===== config.mk =====
export PLATFORM = sky130hd
export DESIGN_NAME = vga_timing_gen
export DESIGN_NICKNAME = d
export VERILOG_FILES = /design/src/rtl/vga_timing_gen.sv
export SDC_FILE = /design/constraint.sdc
export NUM_CORES = 1
export LEC_CHECK = 0
export CAP_MARGIN = 20
export CORE_MARGIN = 8
export CORE_UTILIZATION = 45
export CTS_CLUSTER_SIZE = 28
export DETAILED_ROUTE_END_ITERATION = 10
export PLACE_DENSITY = 0.75
export SLEW_MARGIN = 20
export SYNTH_ARGS = -nofsm -noshare
export SYNTH_HDL_FRONTEND = slang
export SYNTH_SLANG_ARGS = --single-unit

===== constraint.sdc =====
create_clock -name clk -period 2.67 [get_ports clk]
set_input_delay 0.534 -clock clk [delete_from_list [all_inputs] [get_ports clk]]
set_output_delay 0.534 -clock clk [all_outputs]
set_load 0.01 [all_outputs]

===== src/rtl/vga_timing_gen.sv =====
// VGA raster timing generator: pixel counters, syncs, blanking, line/frame strobes and frame counter.
// Optional macro VGA_TIMING_REGISTERED_SYNC_EN delays hsync/vsync/display_on/vblank by one extra clk.
module vga_timing_gen #(
   parameter int   H_DISPLAY  = 640,
   parameter int   H_FRONT    = 16,
   parameter int   H_SYNC     = 96,
   parameter int   H_BACK     = 48,
   parameter int   V_DISPLAY  = 480,
   parameter int   V_BOTTOM   = 10,
   parameter int   V_SYNC     = 2,
   parameter int   V_TOP      = 33,
   parameter logic H_SYNC_POL = 1'b0,
   parameter logic V_SYNC_POL = 1'b0,
   parameter int   FRAME_W    = 11
) (
   input  logic               clk,
   input  logic               rst_n,
   input  logic               freeze,
   output logic [9:0]         hpos,
   output logic [9:0]         vpos,
   output logic               hsync,
   output logic               vsync,
   output logic               display_on,
   output logic               vblank,
   output logic               line_start,
   output logic               frame_start,
   output logic [FRAME_W-1:0] frame
);

   localparam int H_TOTAL = H_DISPLAY + H_FRONT + H_SYNC + H_BACK;
   localparam int V_TOTAL = V_DISPLAY + V_BOTTOM + V_SYNC + V_TOP;

   // Counters are 10 bits wide; larger rasters are rejected at elaboration.
   if (H_TOTAL > 1024) begin : g_h_total_too_big
      $error("vga_timing_gen: H_TOTAL exceeds 1024");
   end
   if (V_TOTAL > 1024) begin : g_v_total_too_big
      $error("vga_timing_gen: V_TOTAL exceeds 1024");
   end

   localparam logic [9:0] H_LAST   = 10'(H_TOTAL - 1);
   localparam logic [9:0] V_LAST   = 10'(V_TOTAL - 1);
   localparam logic [9:0] H_DISP_L = 10'(H_DISPLAY);
   localparam logic [9:0] V_DISP_L = 10'(V_DISPLAY);
   localparam logic [9:0] H_SS     = 10'(H_DISPLAY + H_FRONT);
   localparam logic [9:0] H_SE     = 10'(H_DISPLAY + H_FRONT + H_SYNC - 1);
   localparam logic [9:0] V_SS     = 10'(V_DISPLAY + V_BOTTOM);
   localparam logic [9:0] V_SE     = 10'(V_DISPLAY + V_BOTTOM + V_SYNC - 1);

   logic [9:0]         r_hpos;
   logic [9:0]         r_vpos;
   logic               r_hsync;
   logic               r_vsync;
   logic               r_display_on;
   logic               r_vblank;
   logic               r_line_start;
   logic               r_frame_start;
   logic [FRAME_W-1:0] r_frame;

   logic       w_hwrap;
   logic       w_vwrap;
   logic [9:0] w_hpos_nxt;
   logic [9:0] w_vpos_nxt;
   logic       w_hsync_nxt;
   logic       w_vsync_nxt;
   logic       w_display_on_nxt;
   logic       w_vblank_nxt;
   logic       w_line_start_nxt;
   logic       w_frame_start_nxt;

   // Decode every flag from the next counter values so the registered
   // flags land in the same cycle as the counters they describe.
   always_comb begin
      w_hwrap    = (r_hpos == H_LAST);
      w_vwrap    = (r_vpos == V_LAST);
      w_hpos_nxt = r_hpos + 10'd1;
      w_vpos_nxt = r_vpos;
      if (w_hwrap) begin
         w_hpos_nxt = '0;
         w_vpos_nxt = w_vwrap ? '0 : r_vpos + 10'd1;
      end
      w_hsync_nxt       = ((w_hpos_nxt >= H_SS) && (w_hpos_nxt <= H_SE)) ? H_SYNC_POL : ~H_SYNC_POL;
      w_vsync_nxt       = ((w_vpos_nxt >= V_SS) && (w_vpos_nxt <= V_SE)) ? V_SYNC_POL : ~V_SYNC_POL;
      w_display_on_nxt  = (w_hpos_nxt < H_DISP_L) && (w_vpos_nxt < V_DISP_L);
      w_vblank_nxt      = (w_vpos_nxt >= V_DISP_L);
      w_line_start_nxt  = w_hwrap;
      w_frame_start_nxt = w_hwrap & w_vwrap;
   end

   always_ff @(posedge clk) begin
      if (!rst_n) begin
         r_hpos        <= '0;
         r_vpos        <= '0;
         r_hsync       <= ~H_SYNC_POL;
         r_vsync       <= ~V_SYNC_POL;
         r_display_on  <= 1'b1;
         r_vblank      <= 1'b0;
         r_line_start  <= 1'b0;
         r_frame_start <= 1'b0;
         r_frame       <= '0;
      end else begin
         r_hpos        <= w_hpos_nxt;
         r_vpos        <= w_vpos_nxt;
         r_hsync       <= w_hsync_nxt;
         r_vsync       <= w_vsync_nxt;
         r_display_on  <= w_display_on_nxt;
         r_vblank      <= w_vblank_nxt;
         r_line_start  <= w_line_start_nxt;
         r_frame_start <= w_frame_start_nxt;
         if (w_frame_start_nxt && !freeze) begin
            r_frame <= r_frame + FRAME_W'(1);
         end
      end
   end

`ifdef VGA_TIMING_REGISTERED_SYNC_EN
   logic r_hsync_d;
   logic r_vsync_d;
   logic r_display_on_d;
   logic r_vblank_d;

   // Extra stage lines the syncs up with a registered pixel path downstream.
   always_ff @(posedge clk) begin
      if (!rst_n) begin
         r_hsync_d      <= ~H_SYNC_POL;
         r_vsync_d      <= ~V_SYNC_POL;
         r_display_on_d <= 1'b1;
         r_vblank_d     <= 1'b0;
      end else begin
         r_hsync_d      <= r_hsync;
         r_vsync_d      <= r_vsync;
         r_display_on_d <= r_display_on;
         r_vblank_d     <= r_vblank;
      end
   end

   assign hsync      = r_hsync_d;
   assign vsync      = r_vsync_d;
   assign display_on = r_display_on_d;
   assign vblank     = r_vblank_d;
`else
   assign hsync      = r_hsync;
   assign vsync      = r_vsync;
   assign display_on = r_display_on;
   assign vblank     = r_vblank;
`endif

   assign hpos        = r_hpos;
   assign vpos        = r_vpos;
   assign line_start  = r_line_start;
   assign frame_start = r_frame_start;
   assign frame       = r_frame;

endmodule


==> results.md, run 1 <==
* Initial Util at 45.8%
* PwrDens at around 400 mW/mm2
* Post-Synth Adder-Cell Area at 3.46%
* Largest net degree at the start of global routing at 20
* Final Wtd Congestion at 0.953
* Status: complete, no violations
* Fin worst setup slack at 0.0919 ns
* Count of endpoints failing setup in the final report at 0
* Final WL at 4420 um
* Most Crowded Layer GR: met2
* Layout cells sized above 1 at under 10%
* Sum of negative setup slack at 0 ns
* Crit Path Max Fanout at 3
* Required time worst endpoint at 2.83 ns
* Seq pwr share at 56.8%
* Synthesized area per cell at ~8.1 um2
* Sequential fraction of the synthesis area at 41.0%
* DRC at 0
* CTS sink cnt at 37
* CTS Root Cell: clkbuf_8
* Hold EP: frame[10]
* Die Width at between 70 and 80 um
* WP data arrival at 2.74 ns
* Ys flop type: dfxtp_1
* Fin. Hold Viols at 0
* Synth Area in XOR/XNOR at 11.6%
* Post-synthesis mux area share at 0.554%
* Fmax at 388 MHz
* Synth-to-Final Area Change at 33.2%
* Clk_lat worst skew at 0.28 ns
* Clock power share at 39.2%
* DR iter-0 viols at 165
* Synthesized cell area at 0.00181 mm2
* Global Route Usage Sum at 14.3%
* CTS Buf Count at 5
* R2R Path End: vsync
* Most frequent cells in the layout: 39 x clkdlybuf4s50_1, 37 x nor2_1, 36 x dfxtp_1
* Final worst-path cycle share at 96.6%
* RSZ-0062 raised after global routing: no
* Critical path class: flip-flop to flip-flop
* Met2 track demand over resource at 23.1%
* Tmin final at 2.58 ns
* Total Nets Final at 278
* Site row count at 23
* Residual overflow from global routing at 0
* Core area at slightly below 0.004 mm2
* Sw Pwr at around 0.0002 W
* CTS max path bufs at 2
* # H-tree levels at 2
* DR WL/cell at 13.8 um
* Clk slew on worst S/H paths at 0.07 ns
* Routed via count at 1687
* Critical R2R Launch: hpos[1]
* HP Start: frame[10]
* GRT met1 Usage at 16.7%
* DP HPWL at between 3000 and 4000 um
* Maximum vdd drop at 308 uV
* Critical Path Sink Type: flip-flop
* Die Ht at 79.4 um
* Hold/Removal Path Class: flip-flop to flip-flop
* Die Area at 0.00630 mm2
* Slew HR at 75.9%
* Hold buffers post-CTS at 0
* Post-CTS Setup Bufs at 0
* Asr flop ratio synth at 0%
* Internal reg-to-reg setup slack at 0.09 ns
* Worst reg2reg path depth at 7
* Max_cap viols at 0
* First-pass GRT wire length at 7250 um
* Placed Instances at 313
* Combinational family with the most area after synthesis: simple AND/OR/NAND/NOR gates
* Synth Instances at between 200 and 250
* Most common cell after layout, fill and taps aside: clkdlybuf4s50_1
* Skew final at 0.00183 ns
* Final Max Slew Viols at 0
* Internal Power at ~0.0008 W
* Syn Nets at 230
* N_diodes at 0
* Worst slew pin tran at 0.353 ns
* Initial antenna violation count at 0
* Combinational fraction of design power at 4.0%
* # port buffers at 39
* CTS tree: yes
* First-pass iteration count of the detailed router at 4
* M3 GR Usage at 4.40%
* # IOs at 40
* Leakage at 0.846 nW
* Post-Synth Simple-Gate Area at between 20 and 30%
* Hold Crit Depth at 2
* Vias in the first global route at 1561
* Via density at 5.27
* EDFF count, synth at 0
* ANT nets after route at 0
* Critical path launch point type: flip-flop
* Synth cell types at 38
* Switching Share at 20.9%
* Final Non-Filler Cells at 320
* Worst slack, placed at 0.110 ns
* Complex-gate fraction of the synthesized area at 9.90%
* Synthesized flop and latch total at 37
* Syn. warnings at 0
## cell usage after synthesis (2+ instances only)
master | count | area, um2
inv_1 | 8 | 30.0
and2_1 | 2 | 12.5
nor2b_1 | 3 | 18.8
xor2_1 | 8 | 70.1
o21ai_0 | 7 | 35.0
nor2_1 | 37 | 139
or3_1 | 6 | 37.5
clkbuf_1 | 10 | 37.5
nand3_1 | 14 | 70.1
o22ai_1 | 2 | 12.5
nand4_1 | 7 | 43.8
a221oi_1 | 2 | 17.5
a21oi_1 | 10 | 50.1
nor3_1 | 6 | 30.0
dfxtp_1 | 37 | 741
nand2_1 | 18 | 67.6
ha_1 | 5 | 62.6
and3_1 | 3 | 18.8
xnor2_1 | 16 | 140
a22oi_1 | 2 | 15.0
nor4_1 | 2 | 12.5
## through the flow
step	power, W	cell area, um2	util, %	hold slack (ns)
after floorplan	0.000587	1810	-	0.459
after global placement	0.000609	2320	58.8	0.473
after detailed placement	0.000610	2320	58.8	0.485
after CTS	0.00100	2400	61.0	0.493
after global routing	0.00103	2410	61.0	0.522
final	0.000984	2410	61.0	0.488
## power groups by stage
stage               combinational (W)  clock [W]  sequential [W]
floorplan                   0.0000121          0        0.000575
global placement            0.0000389          0        0.000570
detailed placement          0.0000396          0        0.000571
CTS                         0.0000399   0.000404        0.000558
global route                0.0000436   0.000425        0.000558
finish                      0.0000392   0.000386        0.000559
## critical path, stage by stage, from the launching register on
cell and delay (ns):
dfxtp_1 0.36, ha_2 0.22, nand4_1 0.14, or3_4 0.42
nor3_2 0.20, xnor2_1 0.11, or4_1 0.51, or4b_1 0.50
## final cells by class
cell class              count  area [um2]
repair buffers             52         488
multi-input cells         166         997
fillers                   353        1540
inverters                   8        30.0
flip-flops and latches     37         742
clock buffers               7        86.3
well taps                  50        62.6
## per-layer routing
| layer | part of all wire (%) | up-vias |
|---|---|---|
| met1 | 45 | 767 |
| met3 | 7.2 | 9 |
| met5 | 0 | - |
| met4 | 2.4 | 0 |
| met2 | 45 | 55 |
| li1 | - | 856 |
## worst max-delay path by stage
stage	start	to	slack [ns]	cells after the start
2_1_floorplan	hpos[1]	vsync	0.007	7
3_3_place_gp	hpos[1]	vsync	0.18	7
3_5_place_dp	hpos[1]	vsync	0.11	7
4_1_cts	hpos[1]	vsync	0.10	7
5_1_grt	hpos[1]	vsync	0.00007	7
6_report	hpos[1]	vsync	0.09	7
## timing repair
item / in CTS / in global routing
hold endpoints to repair: 0 / 0
gates resized for setup: 0 / 1
endpoints found under the setup margin: 0 / 1
## flip-flops by register name (all words and copies together), names as in the netlist
| signal | count |
|---|---|
| frame_start | 1 |
| vsync | 1 |
| hpos | 10 |
| line_start | 1 |
| hsync | 1 |
| display_on | 1 |
| vblank | 1 |
| frame | 11 |
| vpos | 10 |
## cell families (layout without fill, tap and decap cells)
logic type               count (synthesis)  after routing
adder cells (fa/ha/maj)                  5              5
AO/OA/AOI/OAI                           29             29
flip-flops                              37             37
multiplexers                             1              1
AND/OR/NAND/NOR                        107            107
buffers and inverters                   19             67
XOR/XNOR                                24             24
No activity file was read; power rests on OpenSTA's default activity.
==> run 2: changes to the inputs <==
--- a/config.mk
+++ b/config.mk
@@ -10,7 +10,8 @@
 export CORE_UTILIZATION = 45
 export CTS_CLUSTER_SIZE = 28
 export DETAILED_ROUTE_END_ITERATION = 10
-export PLACE_DENSITY = 0.75
+export GPL_TIMING_DRIVEN = 0
+export PLACE_DENSITY = 0.73
 export SLEW_MARGIN = 20
 export SYNTH_ARGS = -nofsm -noshare
 export SYNTH_HDL_FRONTEND = slang
==> results.md, run 2 (synthesis results as in run 1) <==
* Status: complete, no violations
* Die Area at 0.00630 mm2
* Placed Instances at ~310
* Crit Path Max Fanout at 4
* Slew HR at 68.8%
* R2R Path End: vsync
* # H-tree levels at 2
* Max FFs per register at 11
* Vias in the first global route at 1493
* Max_cap viols at 0
* Largest net degree at the start of global routing at 12
* Critical Path Sink Type: flip-flop
* Most common cell after layout, fill and taps aside: clkdlybuf4s50_1
* Hold EP: hpos[0]
* Routed via count at 1689
* DRC at 0
* Global Route Usage Sum at 13.7%
* N_diodes at 0
* PwrDens at 406 mW/mm2
* Site row count at 23
* CP peak stage delay at 0.52 ns
* Hold/Removal Path Class: flip-flop to flip-flop
* Worst slew pin tran at 0.468 ns
* Maximum vdd drop at 315 uV
* Layout cells sized above 1 at 9.16%
* # port buffers at 39
* Final Non-Filler Cells at approximately 320
* Met2 WL at approximately 1900 um
* CTS tree: yes
* Fillers at 343
* CTS Root Cell: clkbuf_8
* Residual overflow from global routing at 0
* Critical path launch point type: flip-flop
* Synth-to-Final Area Change at 36.2%
* Final Wtd Congestion at 0.874
* WP data arrival at 2.69 ns
* Critical path class: flip-flop to flip-flop
* Clk_lat worst skew at 0.29 ns
* First-pass iteration count of the detailed router at 4
* Worst reg2reg path depth at 7
* Tmin final at 2.52 ns
* Initial antenna violation count at 0
* Internal reg-to-reg setup slack at 0.15 ns
* Final worst-path cycle share at 94.4%
* Most frequent cells in the layout: 39 x clkdlybuf4s50_1, 37 x nor2_1, 35 x dfxtp_1
* CTS Buf Count at 5
* CTS max path bufs at 2
* DR iter-0 viols at between 150 and 200
* Final Max Slew Viols at 0
* Clk slew on worst S/H paths at 0.07 ns
* Slowest CP cell: or4b_4
* Uppermost routed layer: met4
* Final WL at 4340 um
* HP Start: hpos[0]
* Fmax at 397 MHz
* First-pass GRT wire length at around 6900 um
* Via density at 5.23
* Hold Crit Depth at 1
* Initial Util at 45.8%
* Critical path, cell by cell: ha_4, nand4_1, or3_4, nor3_4, xnor2_2, or4_4, or4b_4
* Required time worst endpoint at 2.84 ns
* Core area at between 0.003 and 0.004 mm2
* Skew final at 0.00644 ns
* Hold buffers post-CTS at 0
* DR WL/cell at 13.4 um
* CTS sink cnt at 37
* Met3 Wirelength at about 260 um
* Critical R2R Launch: hpos[0]
* Die Width at 79.4 um
* Met1 Wirelength at 2110 um
* # IOs at 40
* Die Ht at 79.4 um
* Fin. Hold Viols at 0
* ANT nets after route at 0
* Total Nets Final at 281
* DP HPWL at between 3000 and 4000 um
* Count of endpoints failing setup in the final report at 0
* Sum of negative setup slack at 0 ns
* Leakage at 0.849 nW
run 2: cell count changes in the layout (fill, tap and decap cells not counted), moves of 2 or more:
cell / previous run / this run
dfxtp_4: 0 / 2
nor3_4: 0 / 2
clkbuf_1: 1 / 8
buf_4: 13 / 6
run 2: worst max path at each step:
stage | to | start | slack, ns | depth (start not counted)
after detailed placement | vsync | hpos[1] | -0.37 | 7
after global placement | vsync | hpos[1] | -0.30 | 7
after floorplan | vsync | hpos[1] | 0.007 | 7
after CTS | vsync | hpos[1] | 0.006 | 7
final | vsync | hpos[0] | 0.15 | 7
after global routing | vsync | hpos[0] | -0.02 | 8
run 2: what timing repair did:
action,4_1_cts,5_1_grt
gates resized for setup,7,9
setup endpoints to repair,6,1
hold endpoints to repair,0,0
gates cloned,0,0
pin swaps,2,4
setup buffers,2,4
run 2: routing by layer:
layer / global-route usage, % / vias to the layer above
met2: 21.2 / 50
met4: 6.67 / 0
met1: 16.7 / 769
li1: - / 863
met5: 0 / -
met3: 4.40 / 7
run 2: layout make-up:
cell class / count / area, um2 / area share (%)
Clock inverter: 1 / 7.51 / 0.305
Tap cell: 50 / 62.6 / 2.54
Timing Repair Buffer: 45 / 435 / 17.7
Buffer: 10 / 41.3 / 1.68
Sequential cell: 37 / 748 / 30.4
Multi-Input combinational cell: 166 / 1050 / 42.8
Inverter: 8 / 30.0 / 1.22
Clock buffer: 6 / 82.6 / 3.36
run 2: report_power, final:
part	internal [W]	switching, W	total, W
logic	0.0000180	0.0000184	0.0000364
registers	0.000555	0.00000588	0.000561
clock network	0.000204	0.000198	0.000402
run 2: critical path, delay by kind of cell (launching register included):
family	cells	cell delay, ns
XOR/XNOR	1	0.10
AND/OR/NAND/NOR	5	1.77
adder cells (fa/ha/maj)	1	0.14
flip-flops	1	0.37
run 2: metrics by stage:
step	hold slack [ns]	instance area (um2)	setup WS (ns)	power, W	utilization, %
after CTS	0.454	2390	0.00645	0.00101	60.6
after detailed placement	0.455	2260	-0.366	0.000603	57.3
after global placement	0.450	2260	-0.302	0.000603	57.3
final	0.449	2460	0.150	0.00100	62.4
after global routing	0.472	2460	-0.0160	0.00104	62.4
after floorplan	0.459	1810	0.00721	0.000587	-
